==> src/rtl/usb_log_reader.sv <==
// Drain-side reader for the USB traffic logger's circular capture buffer.
// Parses record headers and streams committed records byte-by-byte over valid/ready.
module usb_log_reader #(
    parameter int ADDR_W = 13
) (
    input  logic              clk,
    input  logic              rst,
    input  logic              enable,
    input  logic              flush,
    input  logic [ADDR_W-1:0] buf_wr_ptr,
    input  logic              buf_overrun,
    output logic              mem_rd_en,
    output logic [ADDR_W-1:0] mem_rd_addr,
    input  logic [7:0]        mem_rd_data,
    output logic [7:0]        out_data,
    output logic              out_valid,
    input  logic              out_ready,
    output logic              out_last,
    output logic              out_abort,
    output logic [ADDR_W-1:0] level,
    output logic [15:0]       rec_count,
    output logic [15:0]       drop_count,
    output logic              busy
);

    typedef enum logic [1:0] {
        IDLE = 2'd0,
        LOAD = 2'd1,
        SEND = 2'd2
    } state_t;

    state_t            state;
    state_t            state_nxt;
    logic [ADDR_W-1:0] rd_ptr;
    logic [ADDR_W-1:0] rd_ptr_inc;
    logic              hdr_flag;
    logic              started;
    logic [6:0]        remaining;
    logic              empty;
    logic              hs;
    logic              discard;
    logic              hdr_bad;
    logic              in_progress;

    function automatic logic [15:0] sat_inc(input logic [15:0] v);
        return (v == 16'hFFFF) ? v : v + 16'd1;
    endfunction

    assign rd_ptr_inc  = rd_ptr + {{(ADDR_W-1){1'b0}}, 1'b1};
    assign empty       = (rd_ptr == buf_wr_ptr);
    assign hs          = (state == SEND) && out_valid && out_ready;
    assign discard     = buf_overrun || flush;
    assign hdr_bad     = (state == LOAD) && hdr_flag && (mem_rd_data[7:6] == 2'b11);
    assign level       = buf_wr_ptr - rd_ptr;
    assign busy        = (state != IDLE);
    // A record counts as in progress once its header byte has been accepted downstream.
    assign in_progress = busy && started;

    always_comb begin
        state_nxt   = state;
        mem_rd_en   = 1'b0;
        mem_rd_addr = rd_ptr;
        if (discard) begin
            state_nxt = IDLE;
        end else begin
            case (state)
                IDLE: begin
                    if (enable && !empty) begin
                        mem_rd_en = 1'b1;
                        state_nxt = LOAD;
                    end
                end
                LOAD: state_nxt = hdr_bad ? IDLE : SEND;
                SEND: begin
                    if (hs) begin
                        if (out_last) begin
                            state_nxt = IDLE;
                        end else begin
                            mem_rd_en   = 1'b1;
                            mem_rd_addr = rd_ptr_inc;
                            state_nxt   = LOAD;
                        end
                    end
                end
                default: state_nxt = IDLE;
            endcase
        end
    end

    always_ff @(posedge clk) begin
        if (rst) begin
            state      <= IDLE;
            rd_ptr     <= '0;
            hdr_flag   <= 1'b0;
            started    <= 1'b0;
            remaining  <= 7'd0;
            out_data   <= 8'd0;
            out_valid  <= 1'b0;
            out_last   <= 1'b0;
            out_abort  <= 1'b0;
            rec_count  <= 16'd0;
            drop_count <= 16'd0;
        end else begin
            state     <= state_nxt;
            out_abort <= 1'b0;
            if (discard) begin
                // A coincident handshake is dropped: neither rd_ptr++ nor rec_count++ apply.
                out_valid <= 1'b0;
                out_last  <= 1'b0;
                rd_ptr    <= buf_wr_ptr;
                hdr_flag  <= 1'b0;
                started   <= 1'b0;
                out_abort <= in_progress;
                if (buf_overrun) begin
                    drop_count <= sat_inc(drop_count);
                end
            end else begin
                case (state)
                    IDLE: begin
                        started <= 1'b0;
                        if (enable && !empty) begin
                            hdr_flag <= 1'b1;
                        end
                    end
                    LOAD: begin
                        hdr_flag <= 1'b0;
                        if (hdr_bad) begin
                            rd_ptr     <= buf_wr_ptr;
                            drop_count <= sat_inc(drop_count);
                        end else begin
                            out_data  <= mem_rd_data;
                            out_valid <= 1'b1;
                            if (hdr_flag) begin
                                remaining <= 7'd4 + {1'b0, mem_rd_data[5:0]};
                                out_last  <= 1'b0;
                            end else begin
                                out_last <= (remaining == 7'd0);
                            end
                        end
                    end
                    SEND: begin
                        if (hs) begin
                            out_valid <= 1'b0;
                            out_last  <= 1'b0;
                            started   <= 1'b1;
                            rd_ptr    <= rd_ptr_inc;
                            remaining <= remaining - 7'd1;
                            if (out_last) begin
                                rec_count <= sat_inc(rec_count);
                            end
                        end
                    end
                    default: ;
                endcase
            end
        end
    end

endmodule

==> config.mk <==
export PLATFORM = sky130hd
export DESIGN_NAME = usb_log_reader
export DESIGN_NICKNAME = d
export VERILOG_FILES = /design/src/rtl/usb_log_reader.sv
export SDC_FILE = /design/constraint.sdc
export NUM_CORES = 1
export LEC_CHECK = 0
export BUFFER_PORTS_ARGS = -buffer_cell sky130_fd_sc_hd__buf_4
export CAP_MARGIN = 20
export CORE_MARGIN = 2
export CORE_UTILIZATION = 42
export DETAILED_ROUTE_END_ITERATION = 7
export SLEW_MARGIN = 30
export SYNTH_ARGS = -nofsm -noshare
export SYNTH_HDL_FRONTEND = slang
export SYNTH_SLANG_ARGS = --single-unit
==> constraint.sdc <==
create_clock -name clk -period 3.3 [get_ports clk]
set_input_delay 0.66 -clock clk [delete_from_list [all_inputs] [get_ports clk]]
set_output_delay 0.66 -clock clk [all_outputs]
set_load 0.005 [all_outputs]
After elaboration in Yosys (flattened, before gate mapping)
Cells that the tools add are included.

Flip-flop bits (word level): 67. Output and inout bits: 71. Word-level logic and storage cells: 98.

Add/subtract/negate cells: 6. Equal/unequal tests: 13. Multiplexer cells: 37. Bitwise operators: 3. Reduce and logical (&&, ||, !) cells: 28.

Operators with widths (count): 13-bit 2-to-1 mux (7); 16-bit 2-to-1 mux (5); 16-bit by 1-bit adder with 16-bit output, second input constant (2); 16-bit == test, second input constant (2); 13-bit one-hot mux with 2 select lines (1); 7-bit 2-to-1 mux (3); 7-bit one-hot mux with 2 select lines (1); 13-bit by 1-bit adder with 13-bit output, second input constant (1); 13-bit == test (1); 13-bit subtractor (1); 3-bit AND reduction (4); 2-bit nonzero test (6); 1-bit 2-to-1 mux (11); 2-bit inequality test, second input constant (5); 1-bit one-hot mux with 2 select lines (5); 5-bit AND reduction (2); 3-bit by 6-bit adder with 7-bit output, first input constant (1); 7-bit logical NOT (1); 7-bit by 1-bit subtractor with 7-bit output, second input constant (1); 1-bit logical AND (6); 2-bit 2-to-1 mux (3); 3-bit inequality test, second input constant (2); 2-bit one-hot mux with 3 select lines (1); 2-bit AND reduction (3); other kinds (8) (12).

Longest topological paths before layout
Gate-level depths: netlist of run 1.

Depth after elaboration: 6. Mapped depth: 9.

Worst setup path after synthesis of run 1
No wires, ideal clock.

Path kind: input-to-output. Start point: input buf_wr_ptr[0]. End point: output level[10]. Arrival time: 2235 ps. Required time: 2640 ps. Path slack: 405 ps. Stages on the path: 9. Buffers on the path: 0. Cell sequence: inv_1 > ha_1 > inv_1 > fa_1 > a21oi_1 > o221ai_1 > a31o_2 > a21oi_1 > xnor2_1.

Cells in the longest elaborated chain, start to end: 1.

RTL lines: from (decl) (line 10) `input logic [ADDR_W-1:0] buf_wr_ptr,`; 13-bit subtractor (line 54) `assign level = buf_wr_ptr - rd_ptr;`; to (decl) (line 20) `output logic [ADDR_W-1:0] level,`.

No other way between the ends.

Worst setup path after layout of run 1
Same ends and word-level chain as after synthesis.

==> results of run 1 <==
==> path summary, 6_finish.rpt <==
check | start | end | slack, ns | depth (start not counted)
worst max-delay path | buf_wr_ptr[0] | level[10] | 0.14 | 11
worst min-delay path | started$_SDFFE_PP0P_ | out_abort$_SDFF_PP0_ | 0.46 | 2
worst max register to register | rd_ptr[4]$_SDFFE_PP0P_ | state[0]$_SDFFE_PP0P_ | 1.28 | 7
worst min register to register | started$_SDFFE_PP0P_ | out_abort$_SDFF_PP0_ | 0.46 | 2
==> sequential cells by signal (all words and copies together) (netlist names) <==
name	flops
drop_count	16
hdr_flag	1
out_abort	1
out_data	8
out_last	1
out_valid	1
rd_ptr	13
rec_count	16
remaining	7
started	1
state	2
==> synth_stat cells (all sizes together), types with 13 or more instances <==
library cell,count,area share (%)
nand3,18,2.3
xor2,16,3.2
xnor2,33,6.6
and3,13,1.9
a21oi,38,4.4
dfxtp,67,31
ha,18,5.2
inv,25,2.1
clkbuf,19,1.6
nand2,52,4.5
nor2,70,6.0
o21ai,23,2.6
nor3,13,1.5
==> power by group <==
part	internal, mW	switching [mW]	total, mW
registers	0.823	0.0197	0.843
logic	0.179	0.176	0.354
clock network	0.366	0.311	0.677
==> kinds of logic (layout without fill, tap and decap cells) <==
group / Yosys count / in the layout
AOI/OAI and AO/OA: 114 / 114
and+or+nand+nor: 236 / 236
buffers and inverters: 55 / 146
DFF: 67 / 67
adders and majority gates: 19 / 19
xor gates and xnor gates: 49 / 49
muxes: 11 / 11
==> routing by layer <==
metal,track usage (%),share of wire (%),wire (µm),vias to the layer above
met5,0,0,0,-
met4,5.92,1.1,123,0
met3,5.33,6.5,725,11
met2,32.1,45,5060,100
met1,25.5,47,5260,1875
li1,-,-,-,2132
==> layout make-up <==
type                    instances  area, µm²  share of cell area, %
clock inverters                 5       52.6                  0.977
flip-flops and latches         67       1340                   25.0
repair buffers                105        788                   14.7
multi-input cells             429       2790                   51.9
clock buffers                  11        141                   2.63
inverters                      25       93.8                   1.74
well taps                     136        170                   3.16
==> critical path, cell delays in order <==
cell and delay, ns:
buf_4 0.11, inv_1 0.07, ha_1 0.16, inv_1 0.05
fa_1 0.41, a21oi_2 0.21, o221ai_2 0.14, a31o_2 0.26
a21oi_1 0.16, xnor2_1 0.13, buf_4 0.12
==> per-stage QoR <==
stage	setup WS (ns)	hold WS [ns]	util, %	cells	instance area, µm²
5_1_grt	0.00353	0.490	52.6	778	5380
4_1_cts	0.0311	0.466	52.5	778	5370
3_3_place_gp	0.0751	0.446	50.6	762	5170
2_1_floorplan	0.405	0.429	-	551	4370
3_5_place_dp	0.0337	0.457	50.6	762	5170
6_report	0.145	0.460	52.6	778	5380
==> repair_timing <==
item / CTS / global route
setup endpoints to repair: 0 / 2
buffers inserted: 0 / 0
gates resized for setup: 0 / 3
==> out/results.tsv, run 1 <==
metric	value	unit
critPathKind	input pin to output pin	
arrival	2.50	ns
grt_setup_unrepaired	no	
slew_headroom	51.5	%
ant_nets	0	
grt_pass1_wl	18200	µm
initial_core_util	42.7	%
worstSkewPairLatency	0.34	ns
antenna-diode-count	0	
power	1.87	mW
max_cap_violations	0	
peakVddDrop	0.213	mV
die_area	11200	µm²
synthCells	551	
synth_compound_area_share	16.5	%
worstSetupEndpointType	output pin	
core.rowCount	37	
first_iter_violations	174	
clk_path_buf_depth	2	
root_buffer	clkbuf_8	
cp_max_fo	3	
nNetsFinal	683	
drcViolationCount	0	
htree_levels	3	
power_density	348	nW/µm²
coreArea	10200	µm²
period_minus_slack	3.16	ns
place.gp.congestion	0.860	
synth_top_family_by_area	simple AND/OR/NAND/NOR gates	
io_buffers	97	
hold_viol_final	0	
fin_skew	0.0128	ns
synth_nets	597	
dieHeight	106	µm
yosysWarnings	0	
cp.required	2.64	ns
worst_slew_pin_slew	0.724	ns
vias	4118	
maxSlewViolCount	0	
setup_violations	0	
drtPass1Iterations	4	
clkTransAtPathRegs	0.07	ns
final_common_cell	buf_4	
cts.sinks	67	
area_growth	23.2	%
wirelength	11200	µm
nFillCells	1027	
final_cell_mix	105 x buf_4, 70 x nor2_1, 66 x dfxtp_1, 51 x nand2_1, 37 x a21oi_1	
track_usage	19.7	%
vias_per_cell	5.29	
grt_max_degree	62	
netlist_area	4370	µm²
syn_area_per_cell	7.93	µm²
dp_hpwl	8290	µm
grt_pass1_vias	3775	
synth_adder_area_share	5.62	%
cp-start-kind	input pin	
leakagePower	2.25	nW
yosysSeqAreaShare	30.7	%
status	finished, final reports clean	
cts_hold_buf	0	
synth-simple-area-share	29.2	%
synth_xor_area_share	9.83	%
synth_edf_count	0	
fin_crit_sh	95.6	%
max_freq	317	MHz
synth-async-reset-ratio	0	%
antenna_found_initial	0	
ys_ff_latch	67	
fin_tns_setup	0	ns
ios	98	
cts_tree	done	
grt.overflow.total	0	
numCtsBuffers	9	
wl_per_cell	14.4	µm
synth_cell_types	67	
drive_above_1_share	23.2	%
hp-class	flip-flop to flip-flop	
ys.flop_type	dfxtp_1	
synth_mux_area_share	2.52	%
die_w	106	µm
No activity file was read; power rests on OpenSTA's default activity.
==> run 2: changes to the inputs <==
CTS_BUF_LIST = sky130_fd_sc_hd__clkbuf_4   (was not set)
==> out/results.tsv, run 2 (synthesized netlist as in run 1, its figures left out) <==
metric	value	unit	change
leakagePower	2.22	nW	was 2.25 nW
dieHeight	106	µm	unchanged
fin_skew	0.0219	ns	was 0.0128 ns
wirelength	11300	µm	was 11200 µm
dp.cells	762		unchanged
drcViolationCount	0		unchanged
coreArea	10200	µm²	unchanged
setup_ws	0.109	ns	was 0.145 ns
core.rowCount	37		unchanged
critPathKind	flip-flop to output pin		was input pin to output pin
initial_core_util	42.7	%	unchanged
maxSlewViolCount	0		unchanged
cts.sinks	67		unchanged
nNetsFinal	683		unchanged
max_freq	313	MHz	was 317 MHz
period_minus_slack	3.19	ns	was 3.16 ns
final_cell_mix	105 x buf_4, 70 x nor2_1, 65 x dfxtp_1, 51 x nand2_1, 37 x a21oi_1		was 105 x buf_4, 70 x nor2_1, 66 x dfxtp_1, 51 x nand2_1, 37 x a21oi_1
post-place-ws	0.0337	ns	unchanged
dpl_cell_area	5170	µm²	unchanged
io_buffers	97		unchanged
r2r-end	rec_count[14]$_SDFFE_PP0P_		was state[0]$_SDFFE_PP0P_
die_area	11200	µm²	unchanged
holdWs	0.467	ns	was 0.460 ns
vias_per_cell	5.34		was 5.29
cp-start-kind	flip-flop		was input pin
worst_slew_pin_slew	0.738	ns	was 0.724 ns
antenna_found_initial	1		was 0
peakVddDrop	0.171	mV	was 0.213 mV
ios	98		unchanged
cts_tree	done		unchanged
hp-class	flip-flop to flip-flop		unchanged
stdcell_area	5340	µm²	was 5380 µm²
worstSetupEndpointType	output pin		unchanged
cp.required	2.64	ns	about the same
utilization	52.2	%	was 52.6%
largest_registers	drop_count: 16 flops, rec_count: 16 flops, rd_ptr: 13 flops		unchanged
worstSkewPairLatency	0.43	ns	was 0.34 ns
clk_path_buf_depth	2		unchanged
first_iter_violations	195		was 174
clkTransAtPathRegs	0.11	ns	was 0.07 ns
ant_nets	0		unchanged
rrSetupSlack	1.24	ns	was 1.28 ns
slew_headroom	50.6	%	was 51.5%
die_w	106	µm	unchanged
power_density	324	nW/µm²	was 348 nW/µm²
r2r-start	state[0]$_SDFFE_PP0P_		was rd_ptr[4]$_SDFFE_PP0P_
drtPass1Iterations	4		unchanged
hold_end	out_abort$_SDFF_PP0_		unchanged
hold_viol_final	0		unchanged
drive_above_1_share	24.0	%	was 23.2%
grt.overflow.total	0		unchanged
arrival	2.53	ns	was 2.50 ns
status	finished, final reports clean		unchanged
track_usage	20.0	%	was 19.7%
place.gp.congestion	0.860		unchanged
rr_worst_depth	6		was 7
hold_start	started$_SDFFE_PP0P_		unchanged
numCtsBuffers	9		unchanged
max_cap_violations	0		unchanged
area_growth	22.3	%	was 23.2%
hold_depth	2		unchanged
fin_crit_sh	96.7	%	was 95.6%
grt_pass1_vias	3801		was 3775
htree_levels	3		unchanged
wl_per_cell	14.5	µm	was 14.4 µm
final_common_cell	buf_4		unchanged
dp_hpwl	8290	µm	unchanged
vias	4158		was 4118
setup_violations	0		unchanged
root_buffer	clkbuf_4		was clkbuf_8
stdcell_count	779		was 778
grt_pass1_wl	18300	µm	was 18200 µm
grt_max_degree	62		unchanged
cp_max_fo	6		was 3
==> run 2: what timing repair did <==
action	4_1_cts	5_1_grt
buffers inserted	0	0
endpoints found under the hold margin	0	0
hold buffers	0	0
pin swaps	0	1
endpoints found under the setup margin	2	5
gates resized for setup	1	9
==> run 2: worst max path at each step <==
stage                                 from   endpoint  slack (ns)
floorplan                    buf_wr_ptr[0]  level[10]        0.41
global placement             buf_wr_ptr[0]  level[10]        0.08
detailed placement           buf_wr_ptr[0]  level[10]        0.03
CTS                 rd_ptr[0]$_SDFFE_PP0P_  level[10]      0.0006
global route        rd_ptr[8]$_SDFFE_PP0P_  level[11]       -0.09
finish              rd_ptr[8]$_SDFFE_PP0P_  level[11]        0.11
==> run 2: cell type report <==
cell class	count	area [µm²]
repair buffers	105	788
well taps	136	170
multi-input cells	429	2810
clock buffers	10	75.1
inverters	25	93.8
flip-flops and latches	67	1350
diodes	1	2.50
clock inverters	6	56.3
fillers	1037	4890
==> run 2: per-layer routing <==
layer	vias to the layer above	GRT usage [%]	share of wire [%]
li1	2133	-	-
met5	-	0	0
met2	108	32.3	46
met1	1903	25.5	47
met4	0	7.33	1.5
met3	14	5.52	5.8
==> run 2: where the power goes <==
group          internal [mW]  total (mW)  switching (mW)  leakage (nW)
Clock                  0.233       0.527           0.294        0.0736
Combinational          0.180       0.359           0.179          1.61
Sequential             0.823       0.843          0.0200         0.544
Total                   1.24        1.73           0.492          2.22
==> run 2: per-stage QoR <==
stage	TNS, ns	power, mW
final	0	1.73
after CTS	0	1.75
after global routing	-0.0885	1.83
after floorplan	0	1.06
after detailed placement	0	1.21
after global placement	0	1.21
==> run 2: worst max-delay path, cell delays in order, from the launching register on <==
cell and delay [ns]:
dfxtp_1 0.41, inv_1 0.11, ha_1 0.31, buf_4 0.15, a21oi_1 0.06, o21ai_0 0.34
a211oi_1 0.10, a2111oi_1 0.44, buf_4 0.19
